## config.mk

```make
export PLATFORM = sky130hd
export DESIGN_NAME = control_sequencer_flat
export DESIGN_NICKNAME = d
export VERILOG_FILES = /design/src/rtl/control_sequencer_if.sv /design/src/rtl/control_sequencer.sv /design/src/flat_wrapper.sv
export SDC_FILE = /design/constraint.sdc
export NUM_CORES = 1
export LEC_CHECK = 0
export ABC_AREA = 1
export CORE_AREA = 2 2 102 104
export DETAILED_ROUTE_END_ITERATION = 10
export DIE_AREA = 0 0 104 106
export HOLD_SLACK_MARGIN = 0.06
export PLACE_DENSITY = 0.77
export SLEW_MARGIN = 20
export SYNTH_ARGS = -nofsm -noshare
export SYNTH_HDL_FRONTEND = slang
export SYNTH_SLANG_ARGS = --single-unit
```

## constraint.sdc

```tcl
create_clock -name clock -period 2.2 [get_ports clock]
set_clock_uncertainty 0.05 [all_clocks]
set_input_delay 0.44 -clock clock [delete_from_list [all_inputs] [get_ports clock]]
set_output_delay 0.44 -clock clock [all_outputs]
set_load 0.03 [all_outputs]
```

## src/rtl/control_sequencer_if.sv

```systemverilog
// Bundle between the LEGv8 control sequencer, instruction/data memory handshakes and decoder bank.
// The sequencer owns the master side; memories/decoder/datapath sit on the slave side.
interface control_sequencer_if;
   logic        run;
   logic [31:0] instr_in;
   logic        imem_ack;
   logic        imem_req;
   logic        dmem_ready;
   logic [30:0] dec_cw;
   logic [1:0]  dec_next;
   logic [63:0] dec_k;
   logic [31:0] ir;
   logic [1:0]  state;
   logic [30:0] controlword;
   logic [63:0] K;
   logic        retire;
   logic        fault;

   modport master (
      input  run, instr_in, imem_ack, dmem_ready, dec_cw, dec_next, dec_k,
      output imem_req, ir, state, controlword, K, retire, fault
   );

   modport slave (
      output run, instr_in, imem_ack, dmem_ready, dec_cw, dec_next, dec_k,
      input  imem_req, ir, state, controlword, K, retire, fault
   );
endinterface

```

## src/rtl/control_sequencer.sv

```systemverilog
// Multi-cycle LEGv8 control sequencer: fetch into ir, step the decoder bank, and gate the
// controlword so nothing is written or steered while fetching, stalled on memory, or faulted.
module control_sequencer #(
   parameter int TIMEOUT   = 16,
   parameter int MAX_STEPS = 4
) (
   input  logic                 clock,
   input  logic                 reset,
   control_sequencer_if.master  bus
);
   localparam int TW = $clog2(TIMEOUT + 1);
   localparam int SW = $clog2(MAX_STEPS + 1);
   localparam logic [TW-1:0] TOUT_LAST = TW'(TIMEOUT - 1);
   localparam logic [SW-1:0] STEP_LAST = SW'(MAX_STEPS - 1);

   typedef enum logic [1:0] {FETCH, EXEC, FAULT} fsm_t;

   fsm_t          fsm_reg;
   logic [31:0]   ir_reg;
   logic [1:0]    state_reg;
   logic [SW-1:0] step_reg;
   logic [TW-1:0] tout_reg;

   logic mem_op;
   logic stall;

   assign mem_op = bus.dec_cw[7] | bus.dec_cw[6];
   assign stall  = (fsm_reg == EXEC) && mem_op && !bus.dmem_ready;

   always_ff @(posedge clock or negedge reset) begin
      if (!reset) begin
         fsm_reg   <= FETCH;
         ir_reg    <= '0;
         state_reg <= '0;
         step_reg  <= '0;
         tout_reg  <= '0;
      end else begin
         case (fsm_reg)
            FETCH: begin
               if (!bus.run) begin
                  tout_reg <= '0;
               end else if (bus.imem_ack) begin
                  ir_reg    <= bus.instr_in;
                  state_reg <= '0;
                  step_reg  <= '0;
                  tout_reg  <= '0;
                  fsm_reg   <= EXEC;
               end else if (tout_reg == TOUT_LAST) begin
                  fsm_reg <= FAULT;
               end else begin
                  tout_reg <= tout_reg + 1'b1;
               end
            end
            EXEC: begin
               // A memory stall freezes the step: it neither advances state nor uses up a step.
               if (!stall) begin
                  if (bus.dec_next == 2'b00) begin
                     state_reg <= '0;
                     fsm_reg   <= FETCH;
                  end else if (step_reg == STEP_LAST) begin
                     fsm_reg <= FAULT;
                  end else begin
                     state_reg <= bus.dec_next;
                     step_reg  <= step_reg + 1'b1;
                  end
               end
            end
            FAULT: ;
            default: fsm_reg <= FAULT;
         endcase
      end
   end

   // Outputs derive from the asynchronously reset FSM, so a reset mid-EXEC zeroes them at once.
   always_comb begin
      bus.controlword = '0;
      bus.K           = '0;
      bus.retire      = 1'b0;
      if (fsm_reg == EXEC) begin
         bus.K = bus.dec_k;
         if (stall) begin
            bus.controlword = {2'b00, bus.dec_cw[28:9], 2'b00, bus.dec_cw[6:0]};
         end else begin
            bus.controlword = bus.dec_cw;
            bus.retire      = (bus.dec_next == 2'b00);
         end
      end
   end

   assign bus.imem_req = reset && (fsm_reg == FETCH) && bus.run;
   assign bus.fault    = (fsm_reg == FAULT);
   assign bus.ir       = ir_reg;
   assign bus.state    = state_reg;
endmodule

```

## src/flat_wrapper.sv

```systemverilog
// flat-port wrapper written by rule: the top's interface ports become plain ports
module control_sequencer_flat 
#(
   parameter int TIMEOUT   = 16,
   parameter int MAX_STEPS = 4
)
  (clock, reset, bus_run, bus_instr_in, bus_imem_ack, bus_dmem_ready, bus_dec_cw, bus_dec_next, bus_dec_k, bus_imem_req, bus_ir, bus_state, bus_controlword, bus_K, bus_retire, bus_fault);
  control_sequencer_if bus_i ();
  input  logic clock;
  input  logic reset;
  input wire logic [$bits(bus_i.run)-1:0] bus_run;
  input wire logic [$bits(bus_i.instr_in)-1:0] bus_instr_in;
  input wire logic [$bits(bus_i.imem_ack)-1:0] bus_imem_ack;
  input wire logic [$bits(bus_i.dmem_ready)-1:0] bus_dmem_ready;
  input wire logic [$bits(bus_i.dec_cw)-1:0] bus_dec_cw;
  input wire logic [$bits(bus_i.dec_next)-1:0] bus_dec_next;
  input wire logic [$bits(bus_i.dec_k)-1:0] bus_dec_k;
  output wire logic [$bits(bus_i.imem_req)-1:0] bus_imem_req;
  output wire logic [$bits(bus_i.ir)-1:0] bus_ir;
  output wire logic [$bits(bus_i.state)-1:0] bus_state;
  output wire logic [$bits(bus_i.controlword)-1:0] bus_controlword;
  output wire logic [$bits(bus_i.K)-1:0] bus_K;
  output wire logic [$bits(bus_i.retire)-1:0] bus_retire;
  output wire logic [$bits(bus_i.fault)-1:0] bus_fault;
  assign bus_i.run = bus_run;
  assign bus_i.instr_in = bus_instr_in;
  assign bus_i.imem_ack = bus_imem_ack;
  assign bus_i.dmem_ready = bus_dmem_ready;
  assign bus_i.dec_cw = bus_dec_cw;
  assign bus_i.dec_next = bus_dec_next;
  assign bus_i.dec_k = bus_dec_k;
  assign bus_imem_req = bus_i.imem_req;
  assign bus_ir = bus_i.ir;
  assign bus_state = bus_i.state;
  assign bus_controlword = bus_i.controlword;
  assign bus_K = bus_i.K;
  assign bus_retire = bus_i.retire;
  assign bus_fault = bus_i.fault;
  control_sequencer #(.TIMEOUT(TIMEOUT), .MAX_STEPS(MAX_STEPS)) u_core (.clock(clock), .reset(reset), .bus(bus_i));
endmodule
```

==> impl_metrics.py, run 1 <==
metrics = {
    "synth": {
        "syn-instance-count": 449,
        "yosysTopAreaCell": "dfrtp_1",
        "yosysMostFrequentCell": "inv_1",
        "yosysSeqAreaShare_pct": 38.9,
        "synthDistinctLibCells": 23,
        "synth_area_leaders": "dfrtp_1, inv_1, nor2_1, nand2_1, nand3_1",
        "synth_top_area_share_pct": 38.9,
        "avgSynthCellArea_um2": 6.30,
        "async_reset_ff_share_pct": 100,
        "synth_commonest_cells": "inv_1, nor2_1, nand2_1",
        "syn-num-nets": 587,
        "ys.flop_type": "dfrtp_1",
        "synth_seq_cells": 44,
        "synthesis.area_um2": 2830,
        "yosysWarnings": 0,
        "synth_edf_count": 0,
    },
    "route": {
        "drt_pass1_iterations": 5,
        "drtIter0Drc": 238,
        "totalWireLength_um": 10500,
        "wl_per_cell_um": 12.4,
        "drc": 0,
        "via_per_inst": 4.16,
        "vias": 3521,
        "ant_nets": 0,
    },
    "min_path": {
        "hold_path_class": "in2async",
    },
    "timing": {
        "setup_ws_ps": 136,
        "holdWs_ps": 194,
        "fmax_mhz": 485,
        "rsz0062_at_grt": "false",
        "fin_crit_ps": 2060,
        "finalSetupViolations": 0,
        "drv_slew": 0,
        "hold_viol": 0,
        "fin_tns_setup_ps": 0,
        "worstMarginPinSlew_ps": 537,
        "slew_headroom_pct": 64.2,
        "finalCritPeriodShare_pct": 93.8,
    },
    "cells_and_area": {
        "antenna_cells": 0,
        "areaGrowthSynthToFinish_pct": 96.0,
        "fin_nets": 847,
        "drive_gt1_share_pct": 17.7,
        "largest_reg_flops": 32,
        "final_cell_area_um2": 5540,
    },
    "clock_network": {
        "cts_hold_buf": 0,
        "cts_buffer_depth": 2,
        "cts_sinks": 44,
        "cts_max_level": 2,
        "cts_tree": "done",
        "cts_root_buf": "clkbuf_8",
        "numCtsBuffers": 5,
        "clkTransAtPathRegs_ps": 90,
        "clock_latency_ps": 290,
    },
    "critical_path": {
        "startpoint_type": "register",
        "crit_required_ps": 1710,
        "path_max_fanout": 6,
        "worstSetupEndpointType": "output pin",
        "criticalPathCategory": "reg2out",
        "cp.arrival_ps": 1570,
        "r2r-start": "u_core.tout_reg[0]$_DFFE_PN0P_",
        "startpoint": "u_core.fsm_reg[0]$_DFFE_PN0P_",
    },
    "pwr": {
        "p_leak_uw": 0.00314,
        "powerDensity_nw_per_um2": 767,
        "ir_worst_vdd_mv": 0.684,
        "total_power_uw": 4250,
    },
    "placed_design": {
        "portBuffers": 265,
        "place_ws_ps": 104,
        "place_congestion": 0.840,
        "dp_hpwl_um": 8820,
        "placed_area_um2": 5440,
    },
    "global_routing": {
        "grt_pass1_wl_um": 16700,
        "grt.total_usage_pct": 18.6,
        "grt_max_degree": 45,
        "grt_pass1_vias": 3387,
        "overflow": 0,
        "antenna_found_initial": 0,
    },
    "run_status": {
        "status": "finished, final reports clean",
    },
    "floorplan": {
        "start_util_pct": 28.3,
        "design.core.area_um2": 10000,
        "rows": 37,
        "dieWidth_um": 104,
        "die_area_um2": 11000,
        "io_pins": 266,
        "die-height_um": 106,
    },
    "run": {
        "maxCapViolCount": 0,
    },
}
## per-stage QoR
stage               util (%)  cells
CTS                     55.3    846
detailed placement      54.4    838
global placement        54.4    838
global route            55.4    846
finish                  55.4    846
floorplan                  -    449
## routing by layer
layer | track usage, % | routed length, um | vias to the layer above
met3 | 5.15 | 828 | 11
met4 | 4.25 | 153 | 0
met2 | 34.1 | 5450 | 157
li1 | - | - | 1797
met1 | 21.4 | 4080 | 1556
met5 | 0 | 0 | -
## area by class of cell
cell class                      instances  area [um2]
Fill cell                             947        4460
Timing Repair Buffer                  273        2560
Multi-Input combinational cell        268        1170
Sequential cell                        44        1100
Inverter                              117         439
Tap cell                              136         170
Clock buffer                            5        68.8
Clock inverter                          3        23.8
## cell usage in the layout, fill, tap and decap left out, drive strengths merged
| cell | netlist | routed |
|---|---|---|
| nand3b | 1 | 1 |
| nand2 | 96 | 96 |
| dfrtp | 44 | 44 |
| a21oi | 1 | 1 |
| clkbuf | 4 | 5 |
| nor3 | 1 | 1 |
| dlygate4sd2 | 0 | 1 |
| nor2 | 111 | 111 |
| inv | 117 | 117 |
| and3 | 1 | 1 |
| clkinvlp | 0 | 2 |
| o21ai | 5 | 5 |
| ha | 4 | 4 |
| nand3 | 48 | 48 |
| clkdlybuf4s50 | 0 | 166 |
| clkinv | 0 | 1 |
| buf | 16 | 106 |
## worst max-delay path: stages (launching register included)
cell	delay (ps)
dfrtp_1	540
inv_2	90
nor2_4	150
nand3_2	170
nand3_1	120
inv_1	50
buf_4	160
## worst paths after layout
check                           slack, ps                              to  depth (start not counted)
worst min-delay path                  190    u_core.bus.ir[8]$_DFFE_PN0P_                          2
worst min register to register        420   u_core.bus.ir[12]$_DFFE_PN0P_                          2
max in group asynchronous            1500   u_core.fsm_reg[1]$_DFFE_PN0P_                          2
min in group clock                    420   u_core.bus.ir[12]$_DFFE_PN0P_                          2
worst max register to register        420  u_core.tout_reg[2]$_DFFE_PN0P_                          9
worst max-delay path                  140             bus_controlword[30]                          6
## cells by family after synthesis
logic type	after synthesis	synth area share, %
buffers and inverters	137	20.0
flip-flops	44	38.9
AO/OA/AOI/OAI	6	1.06
AND/OR/NAND/NOR	258	38.2
adder cells (fa/ha/maj)	4	1.77
## what timing repair did
| item | in CTS | in global routing |
|---|---|---|
| setup buffers | 0 | 0 |
| gates resized for setup | 1 | 2 |
| setup endpoints to repair | 1 | 25 |
| hold endpoints to repair | 0 | 0 |
## report_power, final
part / switching, uW / total (uW) / internal, uW / leakage (uW)
logic: 1420 / 2420 / 1010 / 0.00254
clock network: 282 / 507 / 225 / 0.0000404
registers: 204 / 1320 / 1120 / 0.000560
Power figures use the tool's default switching activity.
==> run 2: changes to the inputs <==
Settings changed: GPL_TIMING_DRIVEN set to 1, HOLD_SLACK_MARGIN 0.06 to 0.03.
==> results of run 2 <==
No change in the layout: final DEF, timing and power equal those of run 1.
==> run 3: changes to the inputs <==
Settings changed: SKIP_CTS_REPAIR_TIMING set to 1.
==> impl_metrics.py, run 3 (synthesis gave the netlist of run 1 again) <==
metrics = {
    "route": {
        "totalWireLength_um": 10500,
        "via_per_inst": 4.16,
        "drt_pass1_iterations": 5,
        "drc": 0,
        "wl_per_cell_um": 12.4,
        "vias": 3521,
        "drtIter0Drc": 236,
        "ant_nets": 0,
    },
    "global_routing": {
        "grt.total_usage_pct": 18.6,
        "grt_pass1_wl_um": 16700,
        "overflow": 0,
        "grt_pass1_vias": 3387,
        "antenna_found_initial": 0,
        "grt_max_degree": 45,
    },
    "placed_design": {
        "place_congestion": 0.840,
        "dp_hpwl_um": 8820,
        "placed_area_um2": 5440,
        "portBuffers": 265,
    },
    "run_status": {
        "status": "finished, final reports clean",
    },
    "clock_network": {
        "cts_tree": "done",
        "clkTransAtPathRegs_ps": 90,
        "cts_sinks": 44,
        "clock_latency_ps": 290,
        "cts_root_buf": "clkbuf_8",
        "numCtsBuffers": 5,
        "cts_max_level": 2,
        "cts_buffer_depth": 2,
    },
    "timing": {
        "holdWs_ps": 194,
        "slew_headroom_pct": 64.2,
        "hold_viol": 0,
        "worstMarginPinSlew_ps": 537,
        "fin_crit_ps": 2070,
        "fmax_mhz": 484,
        "finalSetupViolations": 0,
        "finalCritPeriodShare_pct": 93.9,
        "drv_slew": 0,
        "fin_tns_setup_ps": 0,
        "rsz0062_at_grt": "false",
    },
    "cells_and_area": {
        "areaGrowthSynthToFinish_pct": 96.1,
        "final_cell_mix": "clkdlybuf4s50_1, inv_1, nor2_1",
        "drive_gt1_share_pct": 17.7,
        "fin_nets": 847,
        "final_cell_area_um2": 5550,
        "largest_reg_flops": 32,
        "antenna_cells": 0,
        "fillers": 945,
        "layout_commonest_cell": "clkdlybuf4s50_1",
    },
    "floorplan": {
        "start_util_pct": 28.3,
        "die_area_um2": 11000,
        "design.core.area_um2": 10000,
        "dieWidth_um": 104,
        "rows": 37,
        "io_pins": 266,
        "die-height_um": 106,
    },
    "min_path": {
        "hold_path_class": "in2async",
    },
    "critical_path": {
        "startpoint_type": "register",
        "crit_end": "bus_controlword[30]",
        "path_max_fanout": 6,
        "reg2reg_to": "u_core.tout_reg[2]$_DFFE_PN0P_",
        "worstSetupEndpointType": "output pin",
        "r2r-start": "u_core.tout_reg[0]$_DFFE_PN0P_",
        "startpoint": "u_core.fsm_reg[0]$_DFFE_PN0P_",
        "r2r_slack_ps": 420,
        "reg2regPathDepth": 9,
        "cp.arrival_ps": 1580,
        "criticalPathCategory": "reg2out",
        "crit_required_ps": 1710,
    },
    "pwr": {
        "powerDensity_nw_per_um2": 768,
        "ir_worst_vdd_mv": 0.684,
        "p_leak_uw": 0.00314,
        "total_power_uw": 4260,
    },
    "run": {
        "maxCapViolCount": 0,
    },
}
## run 3: cell count changes in the layout (fill, tap and decap cells not counted), sizes merged
cell / change
dlymetal6s2s: +1
dlygate4sd2: -1
## run 3: layout make-up
type                       count  area, um2  share of cell area, %
multi-input combinational    268       1170                   21.2
inverter                     117        439                   7.92
clock buffer                   5       68.8                   1.24
sequential                    44       1100                   19.9
timing repair buffer         273       2570                   46.3
tap                          136        170                   3.07
clock inverter                 3       23.8                  0.429
## run 3: worst min path at each step
stage                                       start                            end  slack [ps]  cells past startpoint
floorplan                                   reset   u_core.bus.ir[0]$_DFFE_PN0P_          90                      0
global placement     u_core.bus.ir[0]$_DFFE_PN0P_   u_core.bus.ir[0]$_DFFE_PN0P_         400                      2
detailed placement  u_core.bus.ir[19]$_DFFE_PN0P_  u_core.bus.ir[19]$_DFFE_PN0P_         410                      2
CTS                                         reset   u_core.bus.ir[8]$_DFFE_PN0P_         210                      2
global route                                reset   u_core.bus.ir[8]$_DFFE_PN0P_         230                      2
finish                                      reset   u_core.bus.ir[8]$_DFFE_PN0P_         190                      2
## run 3: power by group
part / switching, uW / internal (uW) / total [uW]
Sequential: 204 / 1120 / 1320
Combinational: 1420 / 1010 / 2430
Clock: 282 / 225 / 507
## run 3: worst max-delay path, stage by stage, from the launching register on
cell,delay [ps]
dfrtp_1,540
inv_2,90
nor2_4,150
nand3_2,170
nand3_1,120
inv_1,50
buf_4,160
## run 3: per-layer routing
metal	track usage, %	part of all wire (%)	routed length [um]	up-vias
met5	0	0	0	-
met1	21.4	38	4020	1558
met4	4.25	1.5	153	0
li1	-	-	-	1797
met3	5.15	8.3	867	11
met2	34.1	52	5460	155
## run 3: stage by stage
step           setup WS (ps)  instances  util (%)
6_report                 135        846      55.5
5_1_grt                 13.5        846      55.5
4_1_cts                -30.4        846      55.3
3_5_place_dp             104        838      54.4
3_3_place_gp             177        838      54.4
2_1_floorplan            274        449         -
